==> src/rtl/cic_pkg.sv <==
// Parameter limits and width helpers shared by the CIC decimator and its comb stages.
package cic_pkg;

    localparam int WIDTH_I_MIN = 4;
    localparam int WIDTH_I_MAX = 32;
    localparam int ORDER_MIN   = 1;
    localparam int ORDER_MAX   = 6;
    localparam int R_MIN       = 2;
    localparam int R_MAX       = 64;
    localparam int M_MIN       = 1;
    localparam int M_MAX       = 2;

    function automatic int clog2(input int value);
        int result;
        result = 0;
        for (int v = value - 1; v > 0; v = v >> 1) begin
            result++;
        end
        return result;
    endfunction

    // Bit growth of a CIC is ORDER*log2(R*M) on top of the input width.
    function automatic int cic_out_width(input int widthIn, input int order,
                                         input int r, input int m);
        return widthIn + order * clog2(r * m);
    endfunction

    function automatic bit cic_params_ok(input int widthIn, input int order,
                                         input int r, input int m);
        return (widthIn >= WIDTH_I_MIN) && (widthIn <= WIDTH_I_MAX) &&
               (order >= ORDER_MIN) && (order <= ORDER_MAX) &&
               (r >= R_MIN) && (r <= R_MAX) &&
               (m >= M_MIN) && (m <= M_MAX);
    endfunction

endpackage

==> src/rtl/cic_comb_stage.sv <==
// One comb section running at the decimated rate: out = in - in delayed by M decimated samples.
module cic_comb_stage
    import cic_pkg::*;
#(
    parameter int width = 16,
    parameter int M     = 1
) (
    input  logic             clk,
    input  logic             rst_n,
    input  logic [width-1:0] i_data,
    input  logic             i_valid,
    output logic [width-1:0] o_data,
    output logic             o_valid
);

    if ((M < M_MIN) || (M > M_MAX)) begin : gBadM
        $error("cic_comb_stage: M=%0d outside %0d..%0d", M, M_MIN, M_MAX);
    end

    logic [width-1:0] r_delay [M];
    logic [width-1:0] r_data;
    logic             r_valid;

    // The delay line only moves on decimated samples, so M counts output-rate samples.
    always_ff @(posedge clk) begin
        if (!rst_n) begin
            for (int i = 0; i < M; i++) begin
                r_delay[i] <= '0;
            end
            r_data  <= '0;
            r_valid <= 1'b0;
        end else begin
            r_valid <= i_valid;
            if (i_valid) begin
                r_delay[0] <= i_data;
                for (int i = 1; i < M; i++) begin
                    r_delay[i] <= r_delay[i-1];
                end
                r_data <= i_data - r_delay[M-1];
            end
        end
    end

    assign o_data  = r_data;
    assign o_valid = r_valid;

endmodule

==> src/rtl/cic_decim.sv <==
// CIC decimator: ORDER inline integrators, 1-in-R decimation, ORDER comb stages at the low rate.
module cic_decim
    import cic_pkg::*;
#(
    parameter  int width_I = 16,
    parameter  int ORDER   = 3,
    parameter  int R       = 8,
    parameter  int M       = 1,
    localparam int width_O = cic_out_width(width_I, ORDER, R, M)
) (
    input  logic               clk,
    input  logic               rst_n,
    input  logic               data_i_en,
    input  logic [width_I-1:0] data_i,
    output logic               data_o_en,
    output logic [width_O-1:0] data_o
);

    if (!cic_params_ok(width_I, ORDER, R, M)) begin : gBadParams
        $error("cic_decim: illegal parameters width_I=%0d ORDER=%0d R=%0d M=%0d",
               width_I, ORDER, R, M);
    end

    localparam int CNT_W = clog2(R);

    logic [width_O-1:0] w_dataExt;
    logic [width_O-1:0] r_intAcc [ORDER];
    logic [ORDER-1:0]   r_intValid;
    logic [CNT_W-1:0]   r_phase;
    logic [width_O-1:0] r_decim;
    logic               r_decValid;
    logic [width_O-1:0] w_combData [ORDER+1];
    logic [ORDER:0]     w_combValid;

    assign w_dataExt = {{(width_O - width_I){data_i[width_I-1]}}, data_i};

    // Integrators wrap modulo 2^width_O by design; the combs cancel the wrap exactly.
    always_ff @(posedge clk) begin
        if (!rst_n) begin
            for (int k = 0; k < ORDER; k++) begin
                r_intAcc[k] <= '0;
            end
            r_intValid <= '0;
        end else begin
            r_intValid[0] <= data_i_en;
            if (data_i_en) begin
                r_intAcc[0] <= r_intAcc[0] + w_dataExt;
            end
            for (int k = 1; k < ORDER; k++) begin
                r_intValid[k] <= r_intValid[k-1];
                if (r_intValid[k-1]) begin
                    r_intAcc[k] <= r_intAcc[k] + r_intAcc[k-1];
                end
            end
        end
    end

    always_ff @(posedge clk) begin
        if (!rst_n) begin
            r_phase    <= '0;
            r_decim    <= '0;
            r_decValid <= 1'b0;
        end else begin
            r_decValid <= 1'b0;
            if (r_intValid[ORDER-1]) begin
                if (r_phase == CNT_W'(R - 1)) begin
                    r_phase    <= '0;
                    r_decim    <= r_intAcc[ORDER-1];
                    r_decValid <= 1'b1;
                end else begin
                    r_phase <= r_phase + 1'b1;
                end
            end
        end
    end

    assign w_combData[0]  = r_decim;
    assign w_combValid[0] = r_decValid;

    for (genvar j = 0; j < ORDER; j++) begin : gComb
        cic_comb_stage #(
            .width (width_O),
            .M     (M)
        ) uComb (
            .clk     (clk),
            .rst_n   (rst_n),
            .i_data  (w_combData[j]),
            .i_valid (w_combValid[j]),
            .o_data  (w_combData[j+1]),
            .o_valid (w_combValid[j+1])
        );
    end

    assign data_o    = w_combData[ORDER];
    assign data_o_en = w_combValid[ORDER];

endmodule

==> config.mk <==
export PLATFORM = sky130hd
export DESIGN_NAME = cic_decim
export DESIGN_NICKNAME = d
export VERILOG_FILES = /design/src/rtl/cic_pkg.sv /design/src/rtl/cic_comb_stage.sv /design/src/rtl/cic_decim.sv
export SDC_FILE = /design/constraint.sdc
export NUM_CORES = 1
export LEC_CHECK = 0
export BUFFER_PORTS_ARGS = -buffer_cell sky130_fd_sc_hd__buf_2
export CAP_MARGIN = 20
export CORE_UTILIZATION = 60
export DETAILED_ROUTE_END_ITERATION = 8
export PLACE_DENSITY = 0.75
export SLEW_MARGIN = 10
export SYNTH_ARGS = -nofsm -noshare
export SYNTH_HDL_FRONTEND = slang
export SYNTH_HIERARCHICAL = 1
export SYNTH_SLANG_ARGS = --single-unit
==> constraint.sdc <==
create_clock -name clk -period 5.3 [get_ports clk]
set_input_delay 1.06 -clock clk [delete_from_list [all_inputs] [get_ports clk]]
set_output_delay 1.06 -clock clk [all_outputs]
set_load 0.02 [all_outputs]
==> impl_metrics.csv, run 1 <==
group,metric,value,unit
synthesis,synthArstFlopShare,0,
hold_path,min_path_type,"reg2reg",
die,design.core.area,28600,um^2
placement,place_congestion,0.915,
drt,vias,13752,
global_route,grt_pass1_wl,62700,um
pwr,total_power,0.00636,W
clock_tree,cts.sinks,260,
pwr,p_leak,8.31,nW
layout,fill_cells,2313,
synthesis,synth-edff-count,150,
critical_path,reg2reg_depth,8,
critical_path,path_depth,9,
timing,relSlewSlack,0.339,
drt,drtAntennaViolNets,0,
critical_path,start_kind,"input pin",
critical_path,critPathMaxFanout,4,
timing,fin_crit,3.00,ns
pwr,pwr-share-comb,0.286,
drt,wl,39100,um
synthesis,syn-instance-count,1862,
drt,drt_iter0_markers,602,
critical_path,r2r_setup_slack,2.34,ns
pwr,power_density,336,nW/um^2
timing,fmax,333,MHz
layout,utilization,0.662,
drt,drc,0,
synthesis,syn-num-nets,2033,
synthesis,yosys_warnings,6,
critical_path,critPathBufInv,1,
timing,setup_viol,0,
die,start_util,0.609,
timing,tns,0,ns
clock_tree,clk_pin_slew,0.06,ns
critical_path,cpMostUsedCell,"a211oi_2",
pwr,switchingPower,0.00201,W
timing,skew,0.0133,ns
die,fp.dieH,172,um
layout,final_nets,2051,
drt,wire_per_inst,17.1,um
run_status,status,"complete, no violations",
pwr,power_frac_seq,0.387,
critical_path,crit_type,"in2reg",
layout,final_common_cell,"nand2_1",
clock_tree,postCtsSetupRepairBufs,0,
die,die_x,172,um
synthesis,ys_seq_area_frac,0.385,
global_route,grt_pass1_vias,13282,
pwr,ir_drop,0.000244,V
die,die_area,29700,um^2
die,placement_rows,62,
pwr,pwr-share-clk,0.327,
clock_tree,cts-root-buf,"clkbuf_16",
critical_path,crit_family,"compound AO/OA/AOI/OAI gates",
drt,via_per_inst,6.02,
clock_tree,cts_tree,"yes",
pwr,p_int,0.00435,W
critical_path,critPathSlowestCell,"or4_1",
critical_path,crit_required,5.72,ns
hold_path,min_path_cells,2,
global_route,track_usage,0.265,
clock_tree,cts_resized,0,
critical_path,cp-end-kind,"flop",
clock_tree,cts_htree_levels,1,
global_route,grt_overflow,0,
timing,rsz0062_at_grt,"no",
pwr,switching_share,0.316,
clock_tree,cts_buffer_depth,3,
synthesis,yosys_most_used_dff,"edfxtp_1",
placement,dp_hpwl,29400,um
critical_path,path_cells,"buf_2 > ha_1 > fa_1 > a211oi_2 > o211ai_2 > a211oi_2 > a211oi_1 > or4_1 > nand2_1",
critical_path,worstPathArrival,3.42,ns
layout,area_growth_syn_to_layout,8.76,%
synthesis,synth_area_per_cell,9.36,um^2
layout,drive_gt1_frac,0.0921,
timing,worst_pin_slew,0.991,ns
layout,final_cell_mix,"161 x nand2_1, 150 x edfxtp_1, 146 x ha_1",
timing,finalCritPeriodShare,0.566,
drt,dr.pass1.iters,4,
synthesis,ys_seq_elements,260,
clock_tree,hold_buffers,0,
placement,portBuffers,44,
synthesis,synth_cell_type_count,83,
clock_tree,clkLatencyLatePin,0.54,ns
die,ios,45,
global_route,grt_max_degree,67,
clock_tree,numCtsBuffers,29,
synthesis,netlist_area,17400,um^2
critical_path,crit_path_max_incr_delay,0.52,ns
timing,final_max_slew_viol_count,0,
timing,hold_viol_final,0,
job,max_cap_violations,0,
layout,n_antenna_cell,0,
global_route,grt_antenna_before_repair,0,
[area by class of cell]
type                       count  area, um^2  area share
clock buffer                  40         861      0.0454
clock inverter                12         138     0.00726
inverter                     106         398      0.0210
multi-input combinational   1426       10000       0.529
sequential                   260        6710       0.354
tap                          384         480      0.0254
timing repair buffer          57         332      0.0175
[worst register-to-register path, cell delays in order, from the launching register on]
cell and delay [ns]:
edfxtp_1 0.43, ha_1 0.25, fa_1 0.43, a211oi_1 0.32
o21bai_1 0.18, o21ai_1 0.35, o22ai_2 0.20, a31oi_1 0.23
mux2_1 0.33
[cell usage after synthesis, types with 35 or more instances]
master | number | area (um^2)
edfxtp_1 | 150 | 4500
a21oi_1 | 130 | 651
inv_1 | 106 | 398
xnor2_1 | 43 | 377
o21ai_0 | 67 | 335
mux2i_1 | 38 | 380
nand2_1 | 161 | 604
a21o_1 | 53 | 398
nor2_1 | 108 | 405
nor2b_1 | 47 | 294
nor3_1 | 56 | 280
o21ai_1 | 35 | 175
ha_1 | 146 | 1830
dfxtp_1 | 110 | 2200
clkbuf_1 | 53 | 199
and3_1 | 90 | 563
xor2_1 | 42 | 368
[registers in the layout, summed over array words and instances, names as in the netlist]
signal,flops
r_phase,3
gComb.uComb/o_data,75
gComb.uComb/r_delay,75
r_intAcc,75
gComb.uComb/o_valid,3
r_decim,25
r_intValid,3
r_decValid,1
[routing by layer]
layer	up-vias	wire length (um)	part of all wire	track usage
met5	-	0	0	0
met4	0	1600	0.041	0.114
met3	97	1090	0.028	0.0268
met2	290	20900	0.54	0.533
met1	6465	15500	0.40	0.272
li1	6900	-	-	-
[cells by family (layout without fill, tap and decap cells)]
logic type               Yosys count  count (layout)  synth area share
XOR/XNOR                          85              85            0.0427
adder cells (fa/ha/maj)          152             152             0.112
AO/OA/AOI/OAI                    537             537             0.218
buffers and inverters            176             215            0.0397
flip-flops                       260             260             0.385
AND/OR/NAND/NOR                  609             609             0.178
multiplexers                      43              43            0.0251
[final timing paths]
kind                                   from                        end
setup reg to reg            r_intAcc[0][50]            r_intAcc[0][66]
hold reg to reg   gComb[2].uComb/o_data[13]  gComb[2].uComb/o_data[13]
setup / recovery                  data_i[0]            r_intAcc[0][24]
hold / removal    gComb[2].uComb/o_data[13]  gComb[2].uComb/o_data[13]
[through the flow]
step	cells	hold WS, ns	setup WS, ns	area, um^2
CTS	2283	0.454	2.32	18900
global placement	2231	0.431	1.79	17900
detailed placement	2231	0.437	1.76	17900
global route	2285	0.477	2.21	18900
finish	2285	0.446	2.30	18900
floorplan	1862	0.439	2.15	17400
[power groups by stage]
| stage | logic, W | registers (W) | clock network [W] |
|---|---|---|---|
| after floorplan | 0.00146 | 0.00245 | 0 |
| after global placement | 0.00174 | 0.00250 | 0 |
| final | 0.00182 | 0.00246 | 0.00208 |
| after detailed placement | 0.00179 | 0.00250 | 0 |
| after global routing | 0.00203 | 0.00248 | 0.00218 |
| after CTS | 0.00180 | 0.00246 | 0.00211 |
Note: power is estimated with default switching activity, not from simulation.
==> run 2: changes to the inputs <==
- clock period: 5.3 -> 2.8 ns (I/O delays scaled with it)
==> impl_metrics.csv, run 2 (synthesis results as in run 1) <==
group,metric,value,unit
run_status,status,"complete, no violations",
placement,dp_hpwl,29200,um
critical_path,crit_path_max_incr_delay,0.45,ns
drt,vias,13767,
global_route,grt_overflow,0,
critical_path,worstPathArrival,2.98,ns
clock_tree,numCtsBuffers,29,
clock_tree,cts.sinks,260,
die,placement_rows,62,
job,max_cap_violations,0,
die,die_area,29700,um^2
clock_tree,cts_buffer_depth,3,
pwr,pwr-share-comb,0.295,
pwr,ir_drop,0.000449,V
drt,drtAntennaViolNets,0,
global_route,grt_pass1_vias,13476,
placement,place_ws,-0.116,ns
placement,place_congestion,0.932,
global_route,grt_pass1_wl,63100,um
timing,setup_viol,0,
critical_path,crit_family,"compound AO/OA/AOI/OAI gates",
drt,drt_iter0_markers,636,
layout,utilization,0.670,
pwr,pwr-share-clk,0.319,
clock_tree,cts_tree,"yes",
layout,final_nets,2082,
pwr,power_frac_seq,0.386,
timing,worst_pin_slew,0.975,ns
die,design.core.area,28600,um^2
drt,drc,0,
timing,hold_viol_final,0,
clock_tree,clkLatencyLatePin,0.54,ns
clock_tree,clk_pin_slew,0.06,ns
critical_path,start_kind,"flop",
critical_path,crit_type,"reg2reg",
timing,setup_ws,0.108,ns
pwr,total_power,0.0121,W
timing,relSlewSlack,0.349,
pwr,power_density,630,nW/um^2
timing,skew,0.00974,ns
timing,whs,0.350,ns
placement,portBuffers,44,
critical_path,critPathMaxFanout,4,
timing,final_max_slew_viol_count,0,
pwr,switchingPower,0.00384,W
die,ios,45,
pwr,switching_share,0.318,
timing,finalCritPeriodShare,0.961,
drt,wl,38200,um
critical_path,cp-end-kind,"flop",
pwr,p_int,0.00824,W
layout,final_common_cell,"nand2_1",
drt,wire_per_inst,16.5,um
timing,fmax,372,MHz
drt,via_per_inst,5.94,
timing,rsz0062_at_grt,"no",
clock_tree,cts-root-buf,"clkbuf_16",
hold_path,min_path_type,"in2reg",
die,die_x,172,um
drt,dr.pass1.iters,5,
clock_tree,postCtsSetupRepairBufs,0,
critical_path,critPathSlowestCell,"or4_1",
global_route,grt_max_degree,51,
pwr,p_leak,8.46,nW
die,start_util,0.609,
layout,area_growth_syn_to_layout,10.1,%
clock_tree,hold_buffers,0,
layout,fin_area,19200,um^2
timing,fin_crit,2.69,ns
clock_tree,cts_htree_levels,1,
layout,drive_gt1_frac,0.109,
critical_path,crit_required,3.09,ns
layout,n_antenna_cell,0,
die,fp.dieH,172,um
placement,placed_area,18200,um^2
critical_path,critPathBufInv,0,
critical_path,path_cells,"ha_1 > fa_1 > a211oi_2 > o21ai_2 > o221ai_4 > a21oi_2 > or4_1 > and3_1",
global_route,grt_antenna_before_repair,0,
layout,final_cell_mix,"161 x nand2_1, 150 x edfxtp_1, 146 x ha_1",
global_route,track_usage,0.263,
-- run 2: per-layer routing --
metal,vias up,global-route usage,share of wire
met5,-,0,0
met4,0,0.120,0.042
met3,111,0.0284,0.031
met2,257,0.516,0.53
met1,6449,0.278,0.40
li1,6950,-,-
-- run 2: layout make-up --
type | instances | area, um^2
multi-input combinational | 1426 | 10000
inverter | 106 | 398
fill | 2296 | 9440
tap | 384 | 480
timing repair buffer | 88 | 578
clock buffer | 40 | 827
sequential | 260 | 6710
clock inverter | 13 | 146
-- run 2: per-stage QoR --
step / std cells / TNS, ns
3_5_place_dp: 2264 / -0.281
4_1_cts: 2317 / 0
2_1_floorplan: 1862 / 0
6_report: 2317 / 0
5_1_grt: 2317 / 0
3_3_place_gp: 2264 / -0.188
-- run 2: path summary, 6_finish.rpt --
kind	cells past startpoint	from	slack [ns]	to
worst min register to register	2	gComb[2].uComb/o_data[23]	0.44	gComb[2].uComb/o_data[23]
worst min-delay path	2	data_i_en	0.35	r_intValid[0]
worst max-delay path	8	r_intAcc[0][0]	0.11	r_intAcc[0][41]
worst max register to register	8	r_intAcc[0][0]	0.11	r_intAcc[0][41]
-- run 2: worst reg2reg max path, stage by stage (launching register included) --
cell and delay (ns):
edfxtp_1 0.40, ha_1 0.26, fa_1 0.44, a211oi_2 0.27, o21ai_2 0.15, o221ai_4 0.20
a21oi_2 0.11, or4_1 0.45, and3_1 0.17
-- run 2: what timing repair did --
action | in CTS | in global routing
pin swaps | 0 | 2
gates resized for setup | 1 | 2
endpoints found under the setup margin | 1 | 4
-- run 2: power by group through the flow --
stage                     Sequential, W  Clock, W  Combinational (W)
after CTS                       0.00466   0.00392            0.00353
after detailed placement        0.00474         0            0.00350
after global placement          0.00473         0            0.00340
after floorplan                 0.00463         0            0.00276
after global routing            0.00470   0.00407            0.00396
final                           0.00466   0.00385            0.00356
